<file path="config.mk">
export PLATFORM = sky130hd
export DESIGN_NAME = vga_timing_ctrl
export DESIGN_NICKNAME = d
export VERILOG_FILES = /design/src/rtl/vga_timing_ctrl.sv
export SDC_FILE = /design/constraint.sdc
export NUM_CORES = 1
export LEC_CHECK = 0
export BUFFER_PORTS_ARGS = -buffer_cell sky130_fd_sc_hd__buf_2
export CAP_MARGIN = 20
export CORE_ASPECT_RATIO = 1.2
export CORE_UTILIZATION = 60
export DETAILED_ROUTE_END_ITERATION = 16
export HOLD_SLACK_MARGIN = 0.03
export PLACE_DENSITY = 0.81
export SLEW_MARGIN = 10
export SYNTH_ARGS = -nofsm -noshare
export SYNTH_HDL_FRONTEND = slang
export SYNTH_SLANG_ARGS = --single-unit
</file>
<file path="constraint.sdc">
create_clock -name clk -period 6.8 [get_ports clk]
set_input_delay 0.68 -clock clk [delete_from_list [all_inputs] [get_ports clk]]
set_output_delay 0.68 -clock clk [all_outputs]
set_load 0.1 [all_outputs]
</file>
<file path="src/rtl/vga_timing_ctrl.sv">
// VGA timing generator: pixel-enable divider, h/v counters, registered sync/DE/RGB.
// Optional colour-bar test pattern with input test_mode when VGA_TEST_PATTERN_EN is defined.
module vga_timing_ctrl #(
  parameter int PIX_DIV = 4,
  parameter int H_VIS   = 640,
  parameter int H_FP    = 16,
  parameter int H_SYNC  = 96,
  parameter int H_BP    = 48,
  parameter int V_VIS   = 480,
  parameter int V_FP    = 10,
  parameter int V_SYNC  = 2,
  parameter int V_BP    = 33
) (
  input  logic        clk,
  input  logic        rst_n,
`ifdef VGA_TEST_PATTERN_EN
  input  logic        test_mode,
`endif
  input  logic [11:0] pixel_data,
  output logic [9:0]  x,
  output logic [8:0]  y,
  output logic        hs,
  output logic        vs,
  output logic [3:0]  r,
  output logic [3:0]  g,
  output logic [3:0]  b,
  output logic        de,
  output logic        frame_tick
);

  localparam int H_TOTAL = H_VIS + H_FP + H_SYNC + H_BP;
  localparam int V_TOTAL = V_VIS + V_FP + V_SYNC + V_BP;
  localparam int DIV_W   = (PIX_DIV > 1) ? $clog2(PIX_DIV) : 1;

  logic [DIV_W-1:0] r_div;
  logic [9:0]       r_h_cnt;
  logic [9:0]       r_v_cnt;
  logic [9:0]       r_x;
  logic [8:0]       r_y;
  logic             r_hs;
  logic             r_vs;
  logic             r_de;
  logic [11:0]      r_rgb;
  logic             r_frame_tick;

  logic             w_pix_ce;
  logic             w_h_wrap;
  logic [9:0]       w_h_next;
  logic [9:0]       w_v_next;
  logic             w_de;
  logic             w_hs;
  logic             w_vs;
  logic [11:0]      w_pix;
  logic [11:0]      w_rgb;

  assign w_pix_ce = (r_div == DIV_W'(PIX_DIV - 1));

  always_ff @(posedge clk or negedge rst_n) begin
    if (!rst_n) begin
      r_div <= '0;
    end else if (w_pix_ce) begin
      r_div <= '0;
    end else begin
      r_div <= r_div + DIV_W'(1);
    end
  end

  always_comb begin
    w_h_wrap = (r_h_cnt == 10'(H_TOTAL - 1));
    w_h_next = w_h_wrap ? 10'd0 : r_h_cnt + 10'd1;
    w_v_next = r_v_cnt;
    if (w_h_wrap) begin
      w_v_next = (r_v_cnt == 10'(V_TOTAL - 1)) ? 10'd0 : r_v_cnt + 10'd1;
    end
  end

  // Sync/DE are decoded from the pre-increment position and registered one pixel later.
  assign w_de = (r_h_cnt < 10'(H_VIS)) && (r_v_cnt < 10'(V_VIS));
  assign w_hs = !((r_h_cnt >= 10'(H_VIS + H_FP)) &&
                  (r_h_cnt <= 10'(H_VIS + H_FP + H_SYNC - 1)));
  assign w_vs = !((r_v_cnt >= 10'(V_VIS + V_FP)) &&
                  (r_v_cnt <= 10'(V_VIS + V_FP + V_SYNC - 1)));

`ifdef VGA_TEST_PATTERN_EN
  localparam int BAR_W = H_VIS / 8;
  logic [2:0] w_bar;
  assign w_bar = 3'(r_h_cnt / 10'(BAR_W));
  // Bar order white..black falls out of inverted index bits: R=~b1, G=~b2, B=~b0.
  assign w_pix = test_mode ? {{4{~w_bar[1]}}, {4{~w_bar[2]}}, {4{~w_bar[0]}}}
                           : pixel_data;
`else
  assign w_pix = pixel_data;
`endif

  assign w_rgb = w_de ? w_pix : 12'h000;

  always_ff @(posedge clk or negedge rst_n) begin
    if (!rst_n) begin
      r_h_cnt      <= '0;
      r_v_cnt      <= '0;
      r_x          <= '0;
      r_y          <= '0;
      r_hs         <= 1'b1;
      r_vs         <= 1'b1;
      r_de         <= 1'b0;
      r_rgb        <= '0;
      r_frame_tick <= 1'b0;
    end else begin
      r_frame_tick <= 1'b0;
      if (w_pix_ce) begin
        r_h_cnt      <= w_h_next;
        r_v_cnt      <= w_v_next;
        r_x          <= (w_h_next < 10'(H_VIS)) ? w_h_next : 10'd0;
        r_y          <= (w_v_next < 10'(V_VIS)) ? w_v_next[8:0] : 9'd0;
        r_hs         <= w_hs;
        r_vs         <= w_vs;
        r_de         <= w_de;
        r_rgb        <= w_rgb;
        r_frame_tick <= w_h_wrap && (r_v_cnt == 10'(V_VIS - 1));
      end
    end
  end

  assign x          = r_x;
  assign y          = r_y;
  assign hs         = r_hs;
  assign vs         = r_vs;
  assign de         = r_de;
  assign r          = r_rgb[11:8];
  assign g          = r_rgb[7:4];
  assign b          = r_rgb[3:0];
  assign frame_tick = r_frame_tick;

endmodule
</file>
== Word level (Yosys, flattened, before mapping) ==
Cells that the tools add are included.

* Register bits: 57
* Bits in latches: 0
* Bits in writable memories: 0
* ROM bits: 0
* Input bits: 14
* Word-level logic and storage cells: 39
* Memories: 0

* Add/subtract/negate cells: 3
* $mul: 0
* Divide/modulo/power cells: 0
* $lt $le $gt $ge: 8
* Equal/unequal tests: 4
* Shift operators: 0
* Mux-type cells: 8
* Bitwise operators: 0
* Reductions and logical operators: 6

{| class="wikitable"
|+ Operators with widths
! cell !! number
|-
| 10-bit 2-to-1 mux || 4
|-
| 10-bit by 1-bit adder with 10-bit output, second input constant || 2
|-
| 10-bit equality test, second input constant || 2
|-
| 10-bit < comparator, second input constant || 2
|-
| 10-bit by 9-bit < comparator with 1-bit output, second input constant || 2
|-
| 12-bit 2-to-1 mux || 1
|-
| 10-bit by 9-bit equality test with 1-bit output, second input constant || 1
|-
| 10-bit greater-or-equal comparator, second input constant || 1
|-
| 10-bit by 9-bit greater-or-equal comparator with 1-bit output, second input constant || 1
|-
| 10-bit less-or-equal comparator, second input constant || 1
|-
| 10-bit by 9-bit less-or-equal comparator with 1-bit output, second input constant || 1
|-
| 9-bit 2-to-1 mux || 1
|-
| 1-bit logical AND || 4
|-
| 2-bit by 1-bit adder with 2-bit output, second input constant || 1
|-
| 2-bit equality test, second input constant || 1
|-
| 1-bit zero test || 2
|-
| 2-bit 2-to-1 mux || 1
|-
| 1-bit 2-to-1 mux || 1
|}

== Logic depth before layout (Yosys ltp) ==
* Word-level depth: 5
* Depth in mapped cells: 8

== Worst setup path before layout ==
Ideal clock, no wire load.

* Path type: register to register
* Start point: register r_h_cnt[5]
* End point: register r_y[0], in the netlist y[0]
* Setup time: 0.123 ns
* Arrival time: 2.477 ns
* Required time: 6.677 ns
* Slack: 4.200 ns
* Cell stages (with the launch flop): 8
* Clock period less this slack: 2.600 ns
* Cell sequence: dfrtp_1 buf_6 or4b_4 or3_4 or4_4 a22oi_2 a21oi_2 a32o_1

* Word-level cells in the longest chain between the ends: 4

{| class="wikitable"
|+ Ends and longest elaborated chain
! element !! RTL line !! source
|-
| from (decl) || 36 || <nowiki>logic [9:0] r_h_cnt;</nowiki>
|-
| from (signal assigned) || 111 || <nowiki>r_h_cnt <= w_h_next;</nowiki>
|-
| 10-bit equality test (*) || 69 || <nowiki>w_h_wrap = (r_h_cnt == 10'(H_TOTAL - 1));</nowiki>
|-
| 10-bit 2-to-1 mux (*) || 72 || <nowiki>if (w_h_wrap) begin</nowiki>
|-
| 10-bit by 9-bit < comparator with 1-bit output || 114 || <nowiki>r_y <= (w_v_next < 10'(V_VIS)) ? w_v_next[8:0] : 9'd0;</nowiki>
|-
| 9-bit 2-to-1 mux (*) || 114 ||
|-
| to (signal assigned) || 114 ||
|-
| to (decl) || 39 || <nowiki>logic [8:0] r_y;</nowiki>
|}

Every way passes the cells marked *; elsewhere a longest branch is shown, timed or not.
A chain may end at the register's enable or synchronous reset.

== Worst setup path after layout ==
* Start point: register r_h_cnt[5]
* End point: register r_y[7], in the netlist y[7]

The elaborated chain is that of the path after synthesis.

==> run metrics <==
P&R area growth vs syn 15.8%; worst-case register-to-register setup slack 4080 ps; antenna viol nets, final 0; fraction of final layout cells sized beyond drive strength 1 0.248; full die area 4970 sq um; n_diodes 0; TNS Setup 0 ps; minimum period implied by the final worst setup slack 2720 ps; number of storage elements in the synthesis netlist 57; final cycle utilization of the critical path 0.400; vias in the first global route 2112; HPWL after detailed placement 3860 um; highest net fanout along the worst path 8; sequential cell area 1430 sq um; Hold Path Depth 1; Placer Congestion 0.843; most frequent standard cell in the layout excluding fill and tap cells sky130_fd_sc_hd__dfrtp_1; Worst-path clk slew 60 ps; final standard cell area without fillers 3260 sq um; Switching Fraction 0.230; Synth Area in Adders 0.0222; antenna violations before repair 0; internal power summed over all cells 550 uW; clock skew after layout 5.05 ps; starting utilization of the core area 0.640; maximum number of buffers from clock root to sink 2; Reg-to-Reg Start r_h_cnt[5]; Crit Path Category flop to flop; sequential element share of the synthesized area 0.508; prevailing post-synth register cell sky130_fd_sc_hd__dfrtp_1; TritonCTS buffer count 9; Clock Power Share 0.453; largest net degree at the start of global routing 58; total track usage 0.262; routed vias 2221; cell area after placement 3050 sq um; Clock H-tree levels 3; post-synthesis instance total 273; Ports 49; maximum ir drop on the vdd rail 223 uV; power spent charging and discharging nets 164 uW; nets in the synthesized netlist 292; final setup fails 0; post-CTS setup buffers 0; total gr overflow 0; share of cell area taken by muxes after synthesis 0.00756; Placement Rows 26; Slew @ Worst Pin 996 ps; main combinational cell family by area after synthesis compound AO/OA/AOI/OAI gates; Clock Tree Root sky130_fd_sc_hd__clkbuf_8; sink of the worst hold path r_div[0]; critical path startpoint category flop; post-synthesis simple-gate area fraction 0.163; Total Nets Final 332; share of the synthesized area in compound gates (AO/OA/AOI/OAI) 0.177; combinational cell fraction of total power 0.064; final WL 5890 um; first-pass iteration count of the detailed router 4; endpoint type of the worst setup path flop; part of the power in registers 0.483; proportion of register bits with asynchronous set or reset after synthesis 1.00; launch instance of the worst min-delay path r_div[0]; Rel. slew slack 0.332; number of enable-type register cells in the synthesized netlist 0; first-pass GRT wire length 9830 um; critical path required time 6990 ps; setup repair after global routing missed its margin false; XOR/XNOR share of the synthesized area 0.0712; drc violations 0; # clock sinks 57; achievable frequency 368 MHz; synthesized area 2810 sq um; average wire per standard cell 15.8 um; CTS-repair resized insts 0; average footprint of a synthesized cell 10.3 sq um; Distinct cells, synth 55; number of hold-slack violations in the final timing report 0; Pwr per Cell Area 219 nW/um^2; length in cells of the worst reg-to-reg path 6; outcome finished, final reports clean; hold buffer count at CTS 0; DIE HEIGHT 77 um; Worst R2R End y[7]; highest-count cells in the layout ignoring fill and taps sky130_fd_sc_hd__dfrtp_1, sky130_fd_sc_hd__buf_2, sky130_fd_sc_hd__nand2_1, sky130_fd_sc_hd__xnor2_1, sky130_fd_sc_hd__o21ai_0; min-delay worst type flop to flop; Multi-input gate area 1240 sq um; latest clock arrival within the worst-skew pair 340 ps; Synth Warn # 0; horizontal die dimension 64.5 um; area of the placeable core 4390 sq um; number of maximum-capacitance violations 0; data arrival time of the critical path 2910 ps; vias per std cell 5.94; number of buffers inserted by port buffering 48; Critical path origin r_h_cnt[5]; pins over their slew limit 0; static leakage 1.47 nW; initial detailed-routing violation count 153; TritonCTS clock tree built; count of filler cells inserted in the layout 331
==> layer usage <==
| metal | track usage | vias to the layer above | routed length [um] |
|---|---|---|---|
| li1 | - | 1058 | - |
| met1 | 0.338 | 1098 | 2670 |
| met2 | 0.420 | 55 | 2880 |
| met3 | 0.0476 | 10 | 228 |
| met4 | 0.131 | 0 | 115 |
| met5 | 0 | - | 0 |
==> cells in the mapped netlist, types with 2 or more instances <==
| cell | count | area share |
|---|---|---|
| sky130_fd_sc_hd__ha_1 | 5 | 0.022 |
| sky130_fd_sc_hd__nand2_1 | 24 | 0.032 |
| sky130_fd_sc_hd__nor4_1 | 3 | 0.0067 |
| sky130_fd_sc_hd__o31ai_1 | 6 | 0.016 |
| sky130_fd_sc_hd__dfrtp_1 | 55 | 0.49 |
| sky130_fd_sc_hd__buf_2 | 2 | 0.0036 |
| sky130_fd_sc_hd__o2bb2ai_1 | 10 | 0.031 |
| sky130_fd_sc_hd__xnor2_1 | 16 | 0.050 |
| sky130_fd_sc_hd__a22o_1 | 13 | 0.040 |
| sky130_fd_sc_hd__o21ai_0 | 16 | 0.028 |
| sky130_fd_sc_hd__nand4_1 | 8 | 0.018 |
| sky130_fd_sc_hd__inv_1 | 11 | 0.015 |
| sky130_fd_sc_hd__xor2_1 | 5 | 0.016 |
| sky130_fd_sc_hd__clkbuf_1 | 17 | 0.023 |
| sky130_fd_sc_hd__or3_1 | 2 | 0.0044 |
| sky130_fd_sc_hd__and3_1 | 6 | 0.013 |
| sky130_fd_sc_hd__dfstp_2 | 2 | 0.019 |
| sky130_fd_sc_hd__a31o_1 | 2 | 0.0062 |
| sky130_fd_sc_hd__nor2b_1 | 2 | 0.0044 |
| sky130_fd_sc_hd__nand3_1 | 9 | 0.016 |
| sky130_fd_sc_hd__a21o_1 | 2 | 0.0053 |
| sky130_fd_sc_hd__a21oi_1 | 9 | 0.016 |
| sky130_fd_sc_hd__nor3_1 | 3 | 0.0053 |
| sky130_fd_sc_hd__or4_1 | 2 | 0.0053 |
| sky130_fd_sc_hd__nor2_1 | 13 | 0.017 |
==> critical path, cell delays in order, from the launching register on <==
cell                      delay (ps)
sky130_fd_sc_hd__dfrtp_1         460
sky130_fd_sc_hd__or4b_4          600
sky130_fd_sc_hd__or3_4           410
sky130_fd_sc_hd__or4_4           530
sky130_fd_sc_hd__a22oi_2         250
sky130_fd_sc_hd__a21o_2          250
sky130_fd_sc_hd__o31ai_1          80
==> metrics by stage <==
step                      hold WS [ps]  power [mW]  worst slack [ps]  cells   util
after floorplan                    384       0.381              4200    273      -
after CTS                          425       0.718              4100    374  0.742
after detailed placement           416       0.397              4110    358  0.694
final                              420       0.714              4080    374  0.742
after global routing               453       0.736              3980    374  0.742
after global placement             413       0.396              4160    358  0.694
==> final cells by class <==
class,instances,area share
flip-flops and latches,57,0.439
inverters,12,0.0138
clock buffers,14,0.0530
clock inverters,2,0.0108
multi-input cells,182,0.381
well taps,56,0.0215
repair buffers,51,0.0807
==> worst max path at each step <==
stage,to,slack (ps),depth (start not counted)
after floorplan,y[0],4200,7
after global placement,y[0],4160,6
after detailed placement,y[7],4110,6
after CTS,y[7],4100,6
after global routing,y[7],3980,6
final,y[7],4080,6
==> cells by family (layout without fill, tap and decap cells) <==
| group | count (synthesis) | after routing |
|---|---|---|
| XOR/XNOR | 22 | 22 |
| flip-flops | 57 | 57 |
| buffers and inverters | 34 | 79 |
| AO/OA/AOI/OAI | 69 | 69 |
| multiplexers | 2 | 2 |
| AND/OR/NAND/NOR | 84 | 84 |
| adder cells (fa/ha/maj) | 5 | 5 |
==> registers in the layout, indices dropped and copies added, names as in the netlist <==
name        count
frame_tick      1
r_div           2
r_v_cnt        10
x              10
vs              1
r_rgb          12
y               9
de              1
hs              1
r_h_cnt        10
==> power groups by stage <==
stage	logic (mW)	registers [mW]	clock network [mW]
after global routing	0.0481	0.345	0.343
after global placement	0.0458	0.350	0
after CTS	0.0462	0.345	0.327
final	0.0456	0.345	0.324
after floorplan	0.00350	0.378	0
after detailed placement	0.0459	0.351	0
Note: power is estimated with default switching activity, not from simulation.
